$ cat src/rtl/pattern_detector_pkg.sv
// Shared constants and helpers for the programmable serial pattern detector.
package pattern_detector_pkg;

    localparam int          DEF_PAT_LEN_MAX = 8;
    localparam int          DEF_LEN_W       = $clog2(DEF_PAT_LEN_MAX + 1);
    localparam int          DEF_CNT_W       = 16;
    localparam logic [31:0] DEF_PAT         = 32'h0000_000D;
    localparam int          DEF_LEN         = 6;
    localparam logic        DEF_OVL         = 1'b0;

    // Ones in bit positions [len-1:0]; len of 0 yields an empty mask.
    function automatic logic [31:0] len_mask(input int unsigned len);
        logic [31:0] m;
        m = '0;
        for (int unsigned i = 0; i < 32; i++) begin
            if (i < len) m[i] = 1'b1;
        end
        return m;
    endfunction

endpackage

$ cat src/rtl/sat_counter.sv
// Saturating up-counter; a clear coincident with an increment yields 1.
module sat_counter #(
    parameter int W = 16
) (
    input  logic         clk_i,
    input  logic         rst_i,
    input  logic         inc_i,
    input  logic         clr_i,
    output logic [W-1:0] count_o
);

    logic [W-1:0] count_q, count_d;

    always_comb begin
        count_d = count_q;
        if (clr_i) begin
            count_d = inc_i ? W'(1) : '0;
        end else if (inc_i && (count_q != {W{1'b1}})) begin
            count_d = count_q + W'(1);
        end
    end

    always_ff @(posedge clk_i) begin
        if (rst_i) count_q <= '0;
        else       count_q <= count_d;
    end

    assign count_o = count_q;

endmodule

$ cat src/rtl/pattern_detector_prog.sv
// Programmable serial pattern detector with overlap mode and saturating match counter.
// Optional PATTERN_DETECTOR_MATCH_IDX_EN adds match_idx_o (index of the completing bit).
module pattern_detector_prog
    import pattern_detector_pkg::*;
#(
    parameter int                    PAT_LEN_MAX = DEF_PAT_LEN_MAX,
    parameter int                    CNT_W       = DEF_CNT_W,
    parameter logic [PAT_LEN_MAX-1:0] DEFAULT_PAT = PAT_LEN_MAX'(DEF_PAT),
    parameter int                    DEFAULT_LEN = DEF_LEN,
    parameter logic                  DEFAULT_OVL = DEF_OVL
) (
    input  logic                               clk_i,
    input  logic                               rst_i,
    input  logic                               valid_i,
    input  logic                               data_i,
    input  logic                               cfg_load_i,
    input  logic [PAT_LEN_MAX-1:0]             cfg_pat_i,
    input  logic [$clog2(PAT_LEN_MAX+1)-1:0]   cfg_len_i,
    input  logic                               cfg_ovl_i,
    input  logic                               cnt_clr_i,
`ifdef PATTERN_DETECTOR_MATCH_IDX_EN
    output logic [31:0]                        match_idx_o,
`endif
    output logic                               pattern_detect_o,
    output logic [CNT_W-1:0]                   match_count_o
);

    localparam int LEN_W = $clog2(PAT_LEN_MAX + 1);
    localparam logic [LEN_W-1:0] LEN_MAX = LEN_W'(PAT_LEN_MAX);
    localparam logic [LEN_W-1:0] LEN_RST =
        (DEFAULT_LEN > PAT_LEN_MAX) ? LEN_MAX : LEN_W'(DEFAULT_LEN);

    logic [PAT_LEN_MAX-1:0] hist_q, hist_d;
    logic [LEN_W-1:0]       fill_q, fill_d;
    logic [PAT_LEN_MAX-1:0] pat_q, pat_d;
    logic [LEN_W-1:0]       len_q, len_d;
    logic                   ovl_q, ovl_d;
    logic                   det_q, det_d;

    logic                   accept;
    logic [PAT_LEN_MAX:0]   hist_ext;
    logic [LEN_W-1:0]       fill_inc;
    logic [31:0]            mask_full;
    logic [32:0]            diff;
    logic                   match;

    assign accept    = valid_i & ~cfg_load_i;
    assign hist_ext  = {hist_q, data_i};
    assign fill_inc  = (fill_q == LEN_MAX) ? fill_q : fill_q + LEN_W'(1);
    assign mask_full = len_mask(32'(len_q));
    // The bit shifted out of hist sits above any legal length, so the mask drops it.
    assign diff      = 33'(hist_ext ^ {1'b0, pat_q}) & {1'b0, mask_full};
    assign match     = accept && (len_q != '0) && (fill_inc >= len_q) && (diff == '0);

    always_comb begin
        hist_d = hist_q;
        fill_d = fill_q;
        pat_d  = pat_q;
        len_d  = len_q;
        ovl_d  = ovl_q;
        det_d  = match;
        if (cfg_load_i) begin
            pat_d  = cfg_pat_i;
            len_d  = (cfg_len_i > LEN_MAX) ? LEN_MAX : cfg_len_i;
            ovl_d  = cfg_ovl_i;
            hist_d = '0;
            fill_d = '0;
        end else if (accept) begin
            hist_d = hist_ext[PAT_LEN_MAX-1:0];
            fill_d = (match && !ovl_q) ? '0 : fill_inc;
        end
    end

    always_ff @(posedge clk_i) begin
        if (rst_i) begin
            hist_q <= '0;
            fill_q <= '0;
            pat_q  <= DEFAULT_PAT;
            len_q  <= LEN_RST;
            ovl_q  <= DEFAULT_OVL;
            det_q  <= 1'b0;
        end else begin
            hist_q <= hist_d;
            fill_q <= fill_d;
            pat_q  <= pat_d;
            len_q  <= len_d;
            ovl_q  <= ovl_d;
            det_q  <= det_d;
        end
    end

    assign pattern_detect_o = det_q;

    sat_counter #(
        .W(CNT_W)
    ) u_match_cnt (
        .clk_i   (clk_i),
        .rst_i   (rst_i),
        .inc_i   (match),
        .clr_i   (cnt_clr_i),
        .count_o (match_count_o)
    );

`ifdef PATTERN_DETECTOR_MATCH_IDX_EN
    logic [31:0] idx_q, idx_d;
    logic [31:0] midx_q, midx_d;

    always_comb begin
        idx_d  = accept ? idx_q + 32'd1 : idx_q;
        midx_d = match ? idx_q : midx_q;
    end

    always_ff @(posedge clk_i) begin
        if (rst_i) begin
            idx_q  <= '0;
            midx_q <= '0;
        end else begin
            idx_q  <= idx_d;
            midx_q <= midx_d;
        end
    end

    assign match_idx_o = midx_q;
`endif

endmodule

$ cat config.mk
export PLATFORM = sky130hd
export DESIGN_NAME = pattern_detector_prog
export DESIGN_NICKNAME = d
export VERILOG_FILES = /design/src/rtl/pattern_detector_pkg.sv /design/src/rtl/sat_counter.sv /design/src/rtl/pattern_detector_prog.sv
export SDC_FILE = /design/constraint.sdc
export NUM_CORES = 1
export LEC_CHECK = 0
export CORE_MARGIN = 3
export CORE_UTILIZATION = 55
export DETAILED_ROUTE_END_ITERATION = 7
export PLACE_DENSITY_LB_ADDON = 0.25
export SETUP_SLACK_MARGIN = 0.3
export SLEW_MARGIN = 10
export SYNTH_ARGS = -nofsm -noshare
export SYNTH_HDL_FRONTEND = slang
export SYNTH_SLANG_ARGS = --single-unit
$ cat constraint.sdc
create_clock -name clk_i -period 3.93 [get_ports clk_i]
set_input_delay 0.393 -clock clk_i [delete_from_list [all_inputs] [get_ports clk_i]]
set_output_delay 0.393 -clock clk_i [all_outputs]
set_load 0.01 [all_outputs]
==> metrics.log, run 1 <==
INFO  metric crit_type = flip-flop to flip-flop
INFO  metric place.detailed.hpwl = 3.20 mm
INFO  metric timing.hold.worst_path_depth = 2
INFO  metric post-cts-setup-buffer-count = 0
INFO  metric fin_nets = 298
INFO  metric run_status = complete, no violations
INFO  metric postSynthNetCount = 265
INFO  metric chipHeight = 67.7 um
INFO  metric timing.critical_path.from = fill_q[0]$_SDFFE_PP0P_
INFO  metric max_cap_viol = 0
INFO  metric design.core.area = 0.00349 mm2
INFO  metric globalplace.congestion = 0.826
INFO  metric synth_top_cell_area_share = 40.2%
INFO  metric first_global_vias = 1777
INFO  metric synth-async-reset-ratio = 0%
INFO  metric finalWorstPathRequiredPeriod = 2.95 ns
INFO  metric ctsResizeCount = 0
INFO  metric rsz0062_at_grt = no
INFO  metric post_synth.cell_area_avg = 8.75 um2
INFO  metric hold_start = u_match_cnt.count_o[13]$_SDFFE_PP0P_
INFO  metric critical_path_required = 4.18 ns
INFO  metric maxSlewViolCount = 0
INFO  metric timing_hold_violations_final = 0
INFO  metric ctsLongestPathBuffers = 2
INFO  metric fraction_of_final_layout_cells_sized_beyond_drive_strength_1 = 6.96%
INFO  metric clock_tree_from_tritoncts = built
INFO  metric die_span_in_x = 67.7 um
INFO  metric power.density_cell_area = 316 mW/mm2
INFO  metric grt_util_all_layers = 23.0%
INFO  metric worstHoldPathType = flip-flop to flip-flop
INFO  metric synth_cell_types = 45
INFO  metric p_leak = 0.931 nW
INFO  metric worst_setup_hold_path_clk_slew = 0.08 ns
INFO  metric drtAntennaViolNets = 0
INFO  metric most_used_flip_flop_cell_after_synthesis = dfxtp_1
INFO  metric period_share = 75.2%
INFO  metric grt_start_max_net_pins = 34
INFO  metric drt_pre_antenna_iters = 5
INFO  metric worstMarginPinSlew = 0.578 ns
INFO  metric crit_path_cell_trace = inv_1, ha_1, nand2_1, nor2_1, xnor2_1, ha_1, nand2b_1, a2111oi_0, nor4_2, o2111ai_2, buf_4, or2_1, a32o_1
INFO  metric num_antenna_cells = 0
INFO  metric yosysTopAreaCell = dfxtp_1
INFO  metric timing.critical_path.arrival = 3.20 ns
INFO  metric ys_ff_latch = 42
INFO  metric detail_route.drc_violations = 0
INFO  metric timing.final.setup_violations = 0
INFO  metric worstRegToRegCells = 13
INFO  metric synthCells = 239
INFO  metric relative_max_transition_margin = 61.3%
INFO  metric num_vias = 1853
INFO  metric layout.cells.most_common_list = 42 x dfxtp_1, 35 x clkdlybuf4s50_1, 25 x nor2_1
INFO  metric clk_root_buffer_cell = clkbuf_8
INFO  metric synth_edf_count = 0
INFO  metric synth_area_leaders = dfxtp_1 40%, mux2i_1 7.7%, nor2_1 4.5%
INFO  metric crit_path_top_delay_cell = a2111oi_0
INFO  metric synthesis.area = 0.00209 mm2
INFO  metric crit_fanout = 33
INFO  metric synth.yosys.seq_area_share = 40.2%
INFO  metric critical_path.endpoint_type = flip-flop
INFO  metric layout_overhead_on_the_synthesized_area = 22.7%
INFO  metric cpPeakStageDelay = 0.55 ns
INFO  metric cts_buffers = 5
INFO  metric route.final.wire_length = 4.59 mm
INFO  metric ios = 36
INFO  metric postLayoutCoreUtil = 73.4%
INFO  metric path_common_cell = ha_1
INFO  metric count_of_clock_tree_sinks = 42
INFO  metric detail_route.iter0.violations = 134
INFO  metric layout.cells.most_common = dfxtp_1
INFO  metric worst_r2r_startpoint = fill_q[0]$_SDFFE_PP0P_
INFO  metric global_route.overflow_total = 0
INFO  metric grt_pass1_wl = 7.97 mm
INFO  metric wl_per_cell = 14.4 um
INFO  metric clock_latency = 0.31 ns
INFO  metric placementRows = 21
INFO  metric start_kind = flip-flop
INFO  metric totalNegativeSetupSlack = 0 ns
INFO  metric vias_per_cell = 5.81
INFO  metric max_freq = 339 MHz
INFO  metric fin_worst_skew = 0.00858 ns
INFO  metric initial_core_utilization = 59.8%
INFO  metric yosys_warnings = 0
INFO  metric vdd_ir_drop_max = 262 uV
INFO  metric number_of_antenna_violations_at_the_first_check_in_global_routing = 0
INFO  metric cts-hold-fix-buffers = 0
INFO  metric h-tree-depth = 2
INFO  metric die_footprint = 0.00458 mm2
INFO  metric io_buffer_count = 35
## Yosys cell counts (3+ instances only)
cell type / number
nor2_1: 25
inv_1: 6
o21ai_1: 12
nand3_1: 9
xnor2_1: 6
nand2_1: 14
nand4_1: 7
nor4_1: 3
or3_1: 13
ha_1: 7
a21oi_1: 17
a32o_1: 3
clkbuf_1: 6
dfxtp_1: 42
and3_1: 3
buf_2: 4
o21ai_0: 4
mux2i_1: 16
nor2b_1: 4
a211o_1: 3
xor2_1: 4
## worst paths after layout
kind	to	slack (ns)
setup / recovery	fill_q[3]$_SDFFE_PP0P_	0.98
hold / removal	u_match_cnt.count_o[13]$_SDFFE_PP0P_	0.52
setup reg to reg	fill_q[3]$_SDFFE_PP0P_	0.98
hold reg to reg	u_match_cnt.count_o[13]$_SDFFE_PP0P_	0.52
## layout make-up
class                      instances  area (um2)
clock buffer                       5        68.8
clock inverter                     3        25.0
timing repair buffer              38         373
multi-input combinational        178        1170
sequential                        42         841
fill                             278         930
tap                               46        57.6
inverter                           7        26.3
## worst max-delay path: cells and delay by family, from the launching register on
kind | cells | cell delay [ns]
DFF | 1 | 0.35
xor gates and xnor gates | 1 | 0.16
buffers and inverters | 2 | 0.44
AOI/OAI and AO/OA | 3 | 0.85
adders and majority gates | 2 | 0.40
and+or+nand+nor | 5 | 0.70
## flip-flops by register name (all words and copies together) (netlist names)
register / count
u_match_cnt.count_o: 16
hist_q: 8
pat_q: 8
fill_q: 4
len_q: 4
ovl_q: 1
pattern_detect_o: 1
## per-layer routing
layer  routed length, um  GRT usage, %  part of all wire (%)  up-vias
met2                2040          34.6                    44       64
met3                 304          5.16                   6.6        9
met1                2160          30.7                    47      847
met4                  84          11.1                   1.8        0
li1                    -             -                     -      933
met5                   0             0                     0        -
## where the power goes
part / total [mW] / leakage (nW) / internal (mW) / switching, mW
clock network: 0.290 / 0.0447 / 0.128 / 0.162
registers: 0.445 / 0.341 / 0.434 / 0.0101
logic: 0.0748 / 0.545 / 0.0393 / 0.0355
total: 0.810 / 0.931 / 0.602 / 0.208
## through the flow
stage	setup WS (ns)	hold WS (ns)	area (um2)	cells	power [mW]
2_1_floorplan	1.30	0.461	2090	239	0.498
3_3_place_gp	1.19	0.488	2470	311	0.527
3_5_place_dp	1.02	0.504	2470	311	0.529
4_1_cts	0.978	0.516	2560	319	0.814
5_1_grt	0.688	0.541	2560	319	0.840
6_report	0.976	0.515	2560	319	0.810
## cell families (layout without fill, tap and decap cells)
family / Yosys count / count (layout) / share of synthesized area, %
buf+inv: 19 / 53 / 3.65
fa+ha+maj: 7 / 7 / 4.19
simple gates: 90 / 90 / 22.6
flops: 42 / 42 / 40.2
mux: 16 / 16 / 7.66
xor+xnor: 10 / 10 / 4.19
compound gates: 55 / 55 / 17.5
Note: power is estimated with default switching activity, not from simulation.
==> inputs of run 2 (changes only) <==
- CORE_UTILIZATION: 55 -> 47
- clock period: 3.93 -> 2.4 ns (I/O delays scaled with it)
==> metrics.log, run 2 (synthesized netlist as in run 1, its figures left out) <==
INFO  metric run_status = finished with violations (was complete, no violations)
INFO  metric violations = negative setup slack
INFO  metric period_share = 102% (was 75.2%)
INFO  metric postLayoutCoreUtil = 69.5% (was 73.4%)
INFO  metric crit_path_top_delay_cell = or4_1 (was a2111oi_0)
INFO  metric grt_pass1_wl = 8.22 mm (was 7.97 mm)
INFO  metric max_cap_viol = 0 (unchanged)
INFO  metric initial_core_utilization = 50.5% (was 59.8%)
INFO  metric fraction_of_final_layout_cells_sized_beyond_drive_strength_1 = 19.3% (was 6.96%)
INFO  metric stdcell_area = 0.00288 mm2 (was 0.00256 mm2)
INFO  metric number_of_antenna_violations_at_the_first_check_in_global_routing = 0 (unchanged)
INFO  metric placementRows = 23 (was 21)
INFO  metric detail_route.drc_violations = 0 (unchanged)
INFO  metric grt_start_max_net_pins = 20 (was 34)
INFO  metric largest_reg_flops = 16 (unchanged)
INFO  metric totalNegativeSetupSlack = -0.192 ns (was 0 ns)
INFO  metric timing_hold_violations_final = 0 (unchanged)
INFO  metric die_footprint = 0.00528 mm2 (was 0.00458 mm2)
INFO  metric vias_per_cell = 5.72 (was 5.81)
INFO  metric rsz0062_at_grt = yes (was no)
INFO  metric h-tree-depth = 2 (unchanged)
INFO  metric worst_setup_hold_path_clk_slew = 0.08 ns (about the same)
INFO  metric drt_pre_antenna_iters = 4 (was 5)
INFO  metric vdd_ir_drop_max = 362 uV (was 262 uV)
INFO  metric crit_fanout = 18 (was 33)
INFO  metric grt_use_met1 = 27.4% (was 30.7%)
INFO  metric cts-hold-fix-buffers = 0 (unchanged)
INFO  metric start_kind = flip-flop (unchanged)
INFO  metric worstHoldPathType = flip-flop to flip-flop (unchanged)
INFO  metric clk_root_buffer_cell = clkbuf_8 (unchanged)
INFO  metric crit_path_cell_trace = inv_4, ha_4, nand2_4, nor2_4, xnor2_1, ha_1, nand2b_4, a2111oi_4, nor4_2, o2111ai_2, buf_12, or4_1, a21oi_1 (was inv_1, ha_1, nand2_1, nor2_1, xnor2_1, ha_1, nand2b_1, a2111oi_0, nor4_2, o2111ai_2, buf_4, or2_1, a32o_1)
INFO  metric hold_start = u_match_cnt.count_o[8]$_SDFFE_PP0P_ (was u_match_cnt.count_o[13]$_SDFFE_PP0P_)
INFO  metric ios = 36 (unchanged)
INFO  metric switching_power = 0.324 mW (was 0.208 mW)
INFO  metric detail_route.iter0.violations = 104 (was 134)
INFO  metric global_route.overflow_total = 0 (unchanged)
INFO  metric clock_tree_from_tritoncts = built (unchanged)
INFO  metric regToRegEndpoint = u_match_cnt.count_o[15]$_SDFFE_PP0P_ (was fill_q[3]$_SDFFE_PP0P_)
INFO  metric layout.cells.most_common_list = 39 x dfxtp_1, 35 x clkdlybuf4s50_1, 23 x nor2_1 (was 42 x dfxtp_1, 35 x clkdlybuf4s50_1, 25 x nor2_1)
INFO  metric hold_endpoint = u_match_cnt.count_o[8]$_SDFFE_PP0P_ (was u_match_cnt.count_o[13]$_SDFFE_PP0P_)
INFO  metric internal_power = 0.983 mW (was 0.602 mW)
INFO  metric setup_slack = -0.0392 ns (was 0.976 ns)
INFO  metric worstRegToRegCells = 13 (unchanged)
INFO  metric timing.hold.worst_path_depth = 2 (unchanged)
INFO  metric first_global_vias = 1736 (was 1777)
INFO  metric share_comb_of_total_power = 10.5% (was 9.2%)
INFO  metric relative_max_transition_margin = 68.7% (was 61.3%)
INFO  metric globalplace.congestion = 0.816 (was 0.826)
INFO  metric die_span_in_x = 72.7 um (was 67.7 um)
INFO  metric groute.layer.met2.usage = 30.2% (was 34.6%)
INFO  metric fin_nets = 311 (was 298)
INFO  metric worst_r2r_startpoint = fill_q[1]$_SDFFE_PP0P_ (was fill_q[0]$_SDFFE_PP0P_)
INFO  metric count_of_clock_tree_sinks = 42 (unchanged)
INFO  metric p_leak = 1.05 nW (was 0.931 nW)
INFO  metric maxSlewViolCount = 0 (unchanged)
INFO  metric numPlacedInstances = 317 (was 311)
INFO  metric finalWorstPathRequiredPeriod = 2.44 ns (was 2.95 ns)
INFO  metric crit_type = flip-flop to flip-flop (unchanged)
INFO  metric grt_util_all_layers = 19.9% (was 23.0%)
INFO  metric place.detailed.hpwl = 3.33 mm (was 3.20 mm)
INFO  metric ctsLongestPathBuffers = 2 (unchanged)
INFO  metric timing.critical_path.arrival = 2.68 ns (was 3.20 ns)
INFO  metric p_seq_share = 55.6% (was 54.9%)
INFO  metric num_antenna_cells = 0 (unchanged)
INFO  metric layout.cells.most_common = dfxtp_1 (unchanged)
INFO  metric worst-r2r-setup-slack = -0.04 ns (was 0.98 ns)
INFO  metric critical_path_required = 2.64 ns (was 4.18 ns)
INFO  metric num_vias = 1917 (was 1853)
INFO  metric multi_input_comb_area = 0.00130 mm2 (was 0.00117 mm2)
INFO  metric worstMarginPinSlew = 0.468 ns (was 0.578 ns)
INFO  metric gr-usage-met3 = 4.55% (was 5.16%)
INFO  metric power.density_cell_area = 454 mW/mm2 (was 316 mW/mm2)
INFO  metric clock_latency = 0.30 ns (was 0.31 ns)
INFO  metric global_route.peak_usage_layer = met2 (unchanged)
INFO  metric crit_buf_inv = 2 (unchanged)
INFO  metric cts_buffers = 5 (unchanged)
INFO  metric route.final.wire_length = 5.15 mm (was 4.59 mm)
INFO  metric fill_cells = 331 (was 278)
INFO  metric timing.final.setup_violations = 9 (was 0)
INFO  metric cp_top_family = simple AND/OR/NAND/NOR gates (was compound AO/OA/AOI/OAI gates)
INFO  metric switching_share = 24.8% (was 25.7%)
INFO  metric clock_power_share = 34.0% (was 35.9%)
INFO  metric placedInstanceArea = 0.00256 mm2 (was 0.00247 mm2)
INFO  metric max_freq = 410 MHz (was 339 MHz)
INFO  metric cpPeakStageDelay = 0.40 ns (was 0.55 ns)
INFO  metric chipHeight = 72.7 um (was 67.7 um)
INFO  metric critical_path.endpoint_type = flip-flop (unchanged)
INFO  metric fin_total_pwr = 1.31 mW (was 0.810 mW)
INFO  metric layoutNonFillerInstCount = 335 (was 319)
INFO  metric design.core.area = 0.00414 mm2 (was 0.00349 mm2)
INFO  metric seq_area = 850 um2 (was 841 um2)
INFO  metric wl_per_cell = 15.4 um (was 14.4 um)
INFO  metric drtAntennaViolNets = 0 (unchanged)
INFO  metric fin_worst_skew = 0.0129 ns (was 0.00858 ns)
INFO  metric io_buffer_count = 35 (unchanged)
INFO  metric layout_overhead_on_the_synthesized_area = 37.7% (was 22.7%)
run 2: cell count changes in the layout (fill, tap and decap cells not counted), sizes merged:
cell	change
clkinv	-1
inv	-1
clkbuf	+1
buf	+13
run 2: layout make-up:
| cell class | count | area share, % |
|---|---|---|
| Clock inverter | 1 | 0.261 |
| Clock buffer | 6 | 2.52 |
| Multi-Input combinational cell | 178 | 45.2 |
| Inverter | 7 | 1.09 |
| Tap cell | 50 | 2.17 |
| Sequential cell | 42 | 29.5 |
| Timing Repair Buffer | 51 | 19.3 |
run 2: power by group through the flow:
| stage | sequential [mW] | combinational, mW | clock [mW] |
|---|---|---|---|
| 6_report | 0.727 | 0.137 | 0.445 |
| 5_1_grt | 0.729 | 0.149 | 0.490 |
| 4_1_cts | 0.728 | 0.134 | 0.452 |
| 3_5_place_dp | 0.744 | 0.131 | 0 |
| 3_3_place_gp | 0.744 | 0.129 | 0 |
| 2_1_floorplan | 0.738 | 0.0859 | 0 |
run 2: worst max path at each step:
stage / startpoint / end / slack, ns / cells past startpoint
after global placement: fill_q[0]$_SDFFE_PP0P_ / fill_q[2]$_SDFFE_PP0P_ / 0.005 / 12
after floorplan: fill_q[0]$_SDFFE_PP0P_ / u_match_cnt.count_o[1]$_SDFFE_PP0P_ / 0.16 / 14
after global routing: fill_q[1]$_SDFFE_PP0P_ / u_match_cnt.count_o[0]$_SDFFE_PP0P_ / -0.13 / 13
after CTS: fill_q[1]$_SDFFE_PP0P_ / u_match_cnt.count_o[15]$_SDFFE_PP0P_ / -0.01 / 13
after detailed placement: fill_q[0]$_SDFFE_PP0P_ / fill_q[2]$_SDFFE_PP0P_ / -0.07 / 12
final: fill_q[1]$_SDFFE_PP0P_ / u_match_cnt.count_o[15]$_SDFFE_PP0P_ / -0.04 / 13
run 2: routing by layer:
layer	up-vias	share of wire (%)
li1	963	-
met2	58	46
met4	0	1.4
met3	7	5.7
met1	889	46
met5	-	0
run 2: timing repair:
item                       CTS  global route
resized for setup           13            16
cloned                       3             0
buffers inserted             6             2
pin swaps                    4            12
setup endpoints to repair   20            21
run 2: per-stage QoR:
stage | worst slack (ns) | hold slack (ns)
after floorplan | 0.157 | 0.351
after global placement | 0.00514 | 0.483
after detailed placement | -0.0658 | 0.489
after CTS | -0.0137 | 0.501
after global routing | -0.129 | 0.517
final | -0.0392 | 0.493
run 2: worst register-to-register path, delay by kind of cell, from the launching register on:
family,cells,cell delay (ns)
flip-flops,1,0.37
buffers and inverters,2,0.26
adder cells (fa/ha/maj),2,0.41
XOR/XNOR,1,0.08
AO/OA/AOI/OAI,3,0.41
AND/OR/NAND/NOR,5,0.87
==> inputs of run 3 (changes only) <==
- SKIP_LAST_GASP: default -> 1
==> metrics.log, run 3 (synthesized netlist as in run 1, its figures left out) <==
INFO  metric vdd_ir_drop_max = 362 uV (about the same)
INFO  metric placedInstanceArea = 0.00256 mm2 (unchanged)
INFO  metric fraction_of_final_layout_cells_sized_beyond_drive_strength_1 = 18.9% (was 19.3%)
INFO  metric placementRows = 23 (unchanged)
INFO  metric critical_path.endpoint_type = flip-flop (unchanged)
INFO  metric fin_worst_skew = 0.0129 ns (about the same)
INFO  metric place.detailed.hpwl = 3.33 mm (unchanged)
INFO  metric worstHoldPathType = flip-flop to flip-flop (unchanged)
INFO  metric fin_total_pwr = 1.31 mW (about the same)
INFO  metric cpPeakStageDelay = 0.37 ns (was 0.40 ns)
INFO  metric route.final.wire_length = 5.18 mm (was 5.15 mm)
INFO  metric num_antenna_cells = 0 (unchanged)
INFO  metric vias_per_cell = 5.71 (was 5.72)
INFO  metric grt_start_max_net_pins = 20 (unchanged)
INFO  metric worst_r2r_startpoint = fill_q[1]$_SDFFE_PP0P_ (unchanged)
INFO  metric globalplace.congestion = 0.816 (unchanged)
INFO  metric number_of_antenna_violations_at_the_first_check_in_global_routing = 0 (unchanged)
INFO  metric wl_per_cell = 15.5 um (was 15.4 um)
INFO  metric crit_buf_inv = 2 (unchanged)
INFO  metric ctsLongestPathBuffers = 2 (unchanged)
INFO  metric global_route.overflow_total = 0 (unchanged)
INFO  metric detail_route.drc_violations = 0 (unchanged)
INFO  metric detail_route.iter0.violations = 102 (was 104)
INFO  metric start_kind = flip-flop (unchanged)
INFO  metric cp_top_family = simple AND/OR/NAND/NOR gates (unchanged)
INFO  metric timing_hold_violations_final = 0 (unchanged)
INFO  metric initial_core_utilization = 50.5% (unchanged)
INFO  metric die_footprint = 0.00528 mm2 (unchanged)
INFO  metric largest_reg_flops = 16 (unchanged)
INFO  metric die_span_in_x = 72.7 um (unchanged)
INFO  metric layout.cells.most_common_list = 39 x dfxtp_1, 35 x clkdlybuf4s50_1, 22 x nor2_1 (was 39 x dfxtp_1, 35 x clkdlybuf4s50_1, 23 x nor2_1)
INFO  metric setup_slack = -0.0618 ns (was -0.0392 ns)
INFO  metric layout.cells.most_common = dfxtp_1 (unchanged)
INFO  metric violations = negative setup slack (unchanged)
INFO  metric timing.final.setup_violations = 8 (was 9)
INFO  metric layout_overhead_on_the_synthesized_area = 37.2% (was 37.7%)
INFO  metric crit_path_top_delay_cell = dfxtp_4 (was or4_1)
INFO  metric max_freq = 406 MHz (was 410 MHz)
INFO  metric crit_type = flip-flop to flip-flop (unchanged)
INFO  metric crit_fanout = 18 (unchanged)
INFO  metric worst_hold_slack = 0.496 ns (was 0.493 ns)
INFO  metric regToRegEndpoint = fill_q[2]$_SDFFE_PP0P_ (was u_match_cnt.count_o[15]$_SDFFE_PP0P_)
INFO  metric ios = 36 (unchanged)
INFO  metric clock_latency = 0.30 ns (about the same)
INFO  metric worst-r2r-setup-slack = -0.06 ns (was -0.04 ns)
INFO  metric timing.hold.worst_path_depth = 2 (unchanged)
INFO  metric worstRegToRegCells = 13 (unchanged)
INFO  metric relative_max_transition_margin = 66.6% (was 68.7%)
INFO  metric first_global_vias = 1739 (was 1736)
INFO  metric num_vias = 1912 (was 1917)
INFO  metric fin_nets = 311 (unchanged)
INFO  metric chipHeight = 72.7 um (unchanged)
INFO  metric finalWorstPathRequiredPeriod = 2.46 ns (was 2.44 ns)
INFO  metric grt_util_all_layers = 19.9% (unchanged)
INFO  metric max_cap_viol = 0 (unchanged)
INFO  metric stdcell_area = 0.00287 mm2 (was 0.00288 mm2)
INFO  metric rsz0062_at_grt = yes (unchanged)
INFO  metric clock_tree_from_tritoncts = built (unchanged)
INFO  metric drtAntennaViolNets = 0 (unchanged)
INFO  metric maxSlewViolCount = 0 (unchanged)
INFO  metric cts_buffers = 5 (unchanged)
INFO  metric timing.critical_path.arrival = 2.65 ns (was 2.68 ns)
INFO  metric grt_pass1_wl = 8.22 mm (unchanged)
INFO  metric run_status = finished with violations (unchanged)
INFO  metric crit_path_cell_trace = inv_4, ha_4, nand2_4, nor2_4, xnor2_1, ha_1, nand2b_4, a2111oi_4, nor4_2, o2111ai_2, buf_12, or2_1, a32o_1 (was inv_4, ha_4, nand2_4, nor2_4, xnor2_1, ha_1, nand2b_4, a2111oi_4, nor4_2, o2111ai_2, buf_12, or4_1, a21oi_1)
INFO  metric hold_endpoint = u_match_cnt.count_o[8]$_SDFFE_PP0P_ (unchanged)
INFO  metric fill_cells = 337 (was 331)
INFO  metric clk_root_buffer_cell = clkbuf_8 (unchanged)
INFO  metric count_of_clock_tree_sinks = 42 (unchanged)
INFO  metric power.density_cell_area = 456 mW/mm2 (was 454 mW/mm2)
INFO  metric h-tree-depth = 2 (unchanged)
INFO  metric critical_path_required = 2.58 ns (was 2.64 ns)
INFO  metric hold_start = u_match_cnt.count_o[8]$_SDFFE_PP0P_ (unchanged)
INFO  metric p_leak = 1.04 nW (was 1.05 nW)
INFO  metric worstMarginPinSlew = 0.499 ns (was 0.468 ns)
INFO  metric drt_pre_antenna_iters = 4 (unchanged)
INFO  metric period_share = 103% (was 102%)
INFO  metric worst_setup_hold_path_clk_slew = 0.08 ns (about the same)
INFO  metric design.core.area = 0.00414 mm2 (unchanged)
INFO  metric io_buffer_count = 35 (unchanged)
[run 3: worst max path at each step]
| stage | slack (ns) | startpoint | endpoint | depth (start not counted) |
|---|---|---|---|---|
| CTS | -0.05 | fill_q[1]$_SDFFE_PP0P_ | fill_q[2]$_SDFFE_PP0P_ | 13 |
| floorplan | 0.16 | fill_q[0]$_SDFFE_PP0P_ | u_match_cnt.count_o[1]$_SDFFE_PP0P_ | 14 |
| global route | -0.15 | fill_q[1]$_SDFFE_PP0P_ | fill_q[2]$_SDFFE_PP0P_ | 11 |
| finish | -0.06 | fill_q[1]$_SDFFE_PP0P_ | fill_q[2]$_SDFFE_PP0P_ | 13 |
| global placement | 0.005 | fill_q[0]$_SDFFE_PP0P_ | fill_q[2]$_SDFFE_PP0P_ | 12 |
| detailed placement | -0.07 | fill_q[0]$_SDFFE_PP0P_ | fill_q[2]$_SDFFE_PP0P_ | 12 |
[run 3: routing by layer]
metal  wire [um]  track usage, %
met5           0               0
met4          66            7.99
met3         269            4.55
met2        2430            30.3
met1        2420            27.3
[run 3: stage by stage]
stage          utilization [%]  setup WS, ns  cells  TNS (ns)
2_1_floorplan                -         0.157    239         0
3_3_place_gp              61.8       0.00514    317         0
3_5_place_dp              61.8       -0.0658    317    -0.268
4_1_cts                   67.1       -0.0467    333    -0.233
5_1_grt                   69.2        -0.150    335     -1.55
6_report                  69.2       -0.0618    335    -0.242
[run 3: cell type report]
type                       count  area, um2  area share [%]
inverter                       7       31.3            1.09
tap                           50       62.6            2.18
clock inverter                 1       7.51           0.262
timing repair buffer          51        554            19.3
multi-input combinational    178       1290            45.0
clock buffer                   6       72.6            2.53
sequential                    42        850            29.6
[run 3: worst min-delay path, stage by stage (launching register included)]
cell     delay [ns]
dfxtp_1        0.34
o21ai_2        0.06
a21oi_1        0.05
[run 3: what timing repair did]
item                       in CTS  in global routing
resized for setup               8                 20
pin swaps                       3                 13
setup buffers                   6                  2
setup endpoints to repair      20                 21
hold buffers                    0                  0
gates cloned                    3                  0
[run 3: power breakdown]
part,internal [mW],switching [mW]
clock network,0.200,0.245
logic,0.0741,0.0630
registers,0.710,0.0172
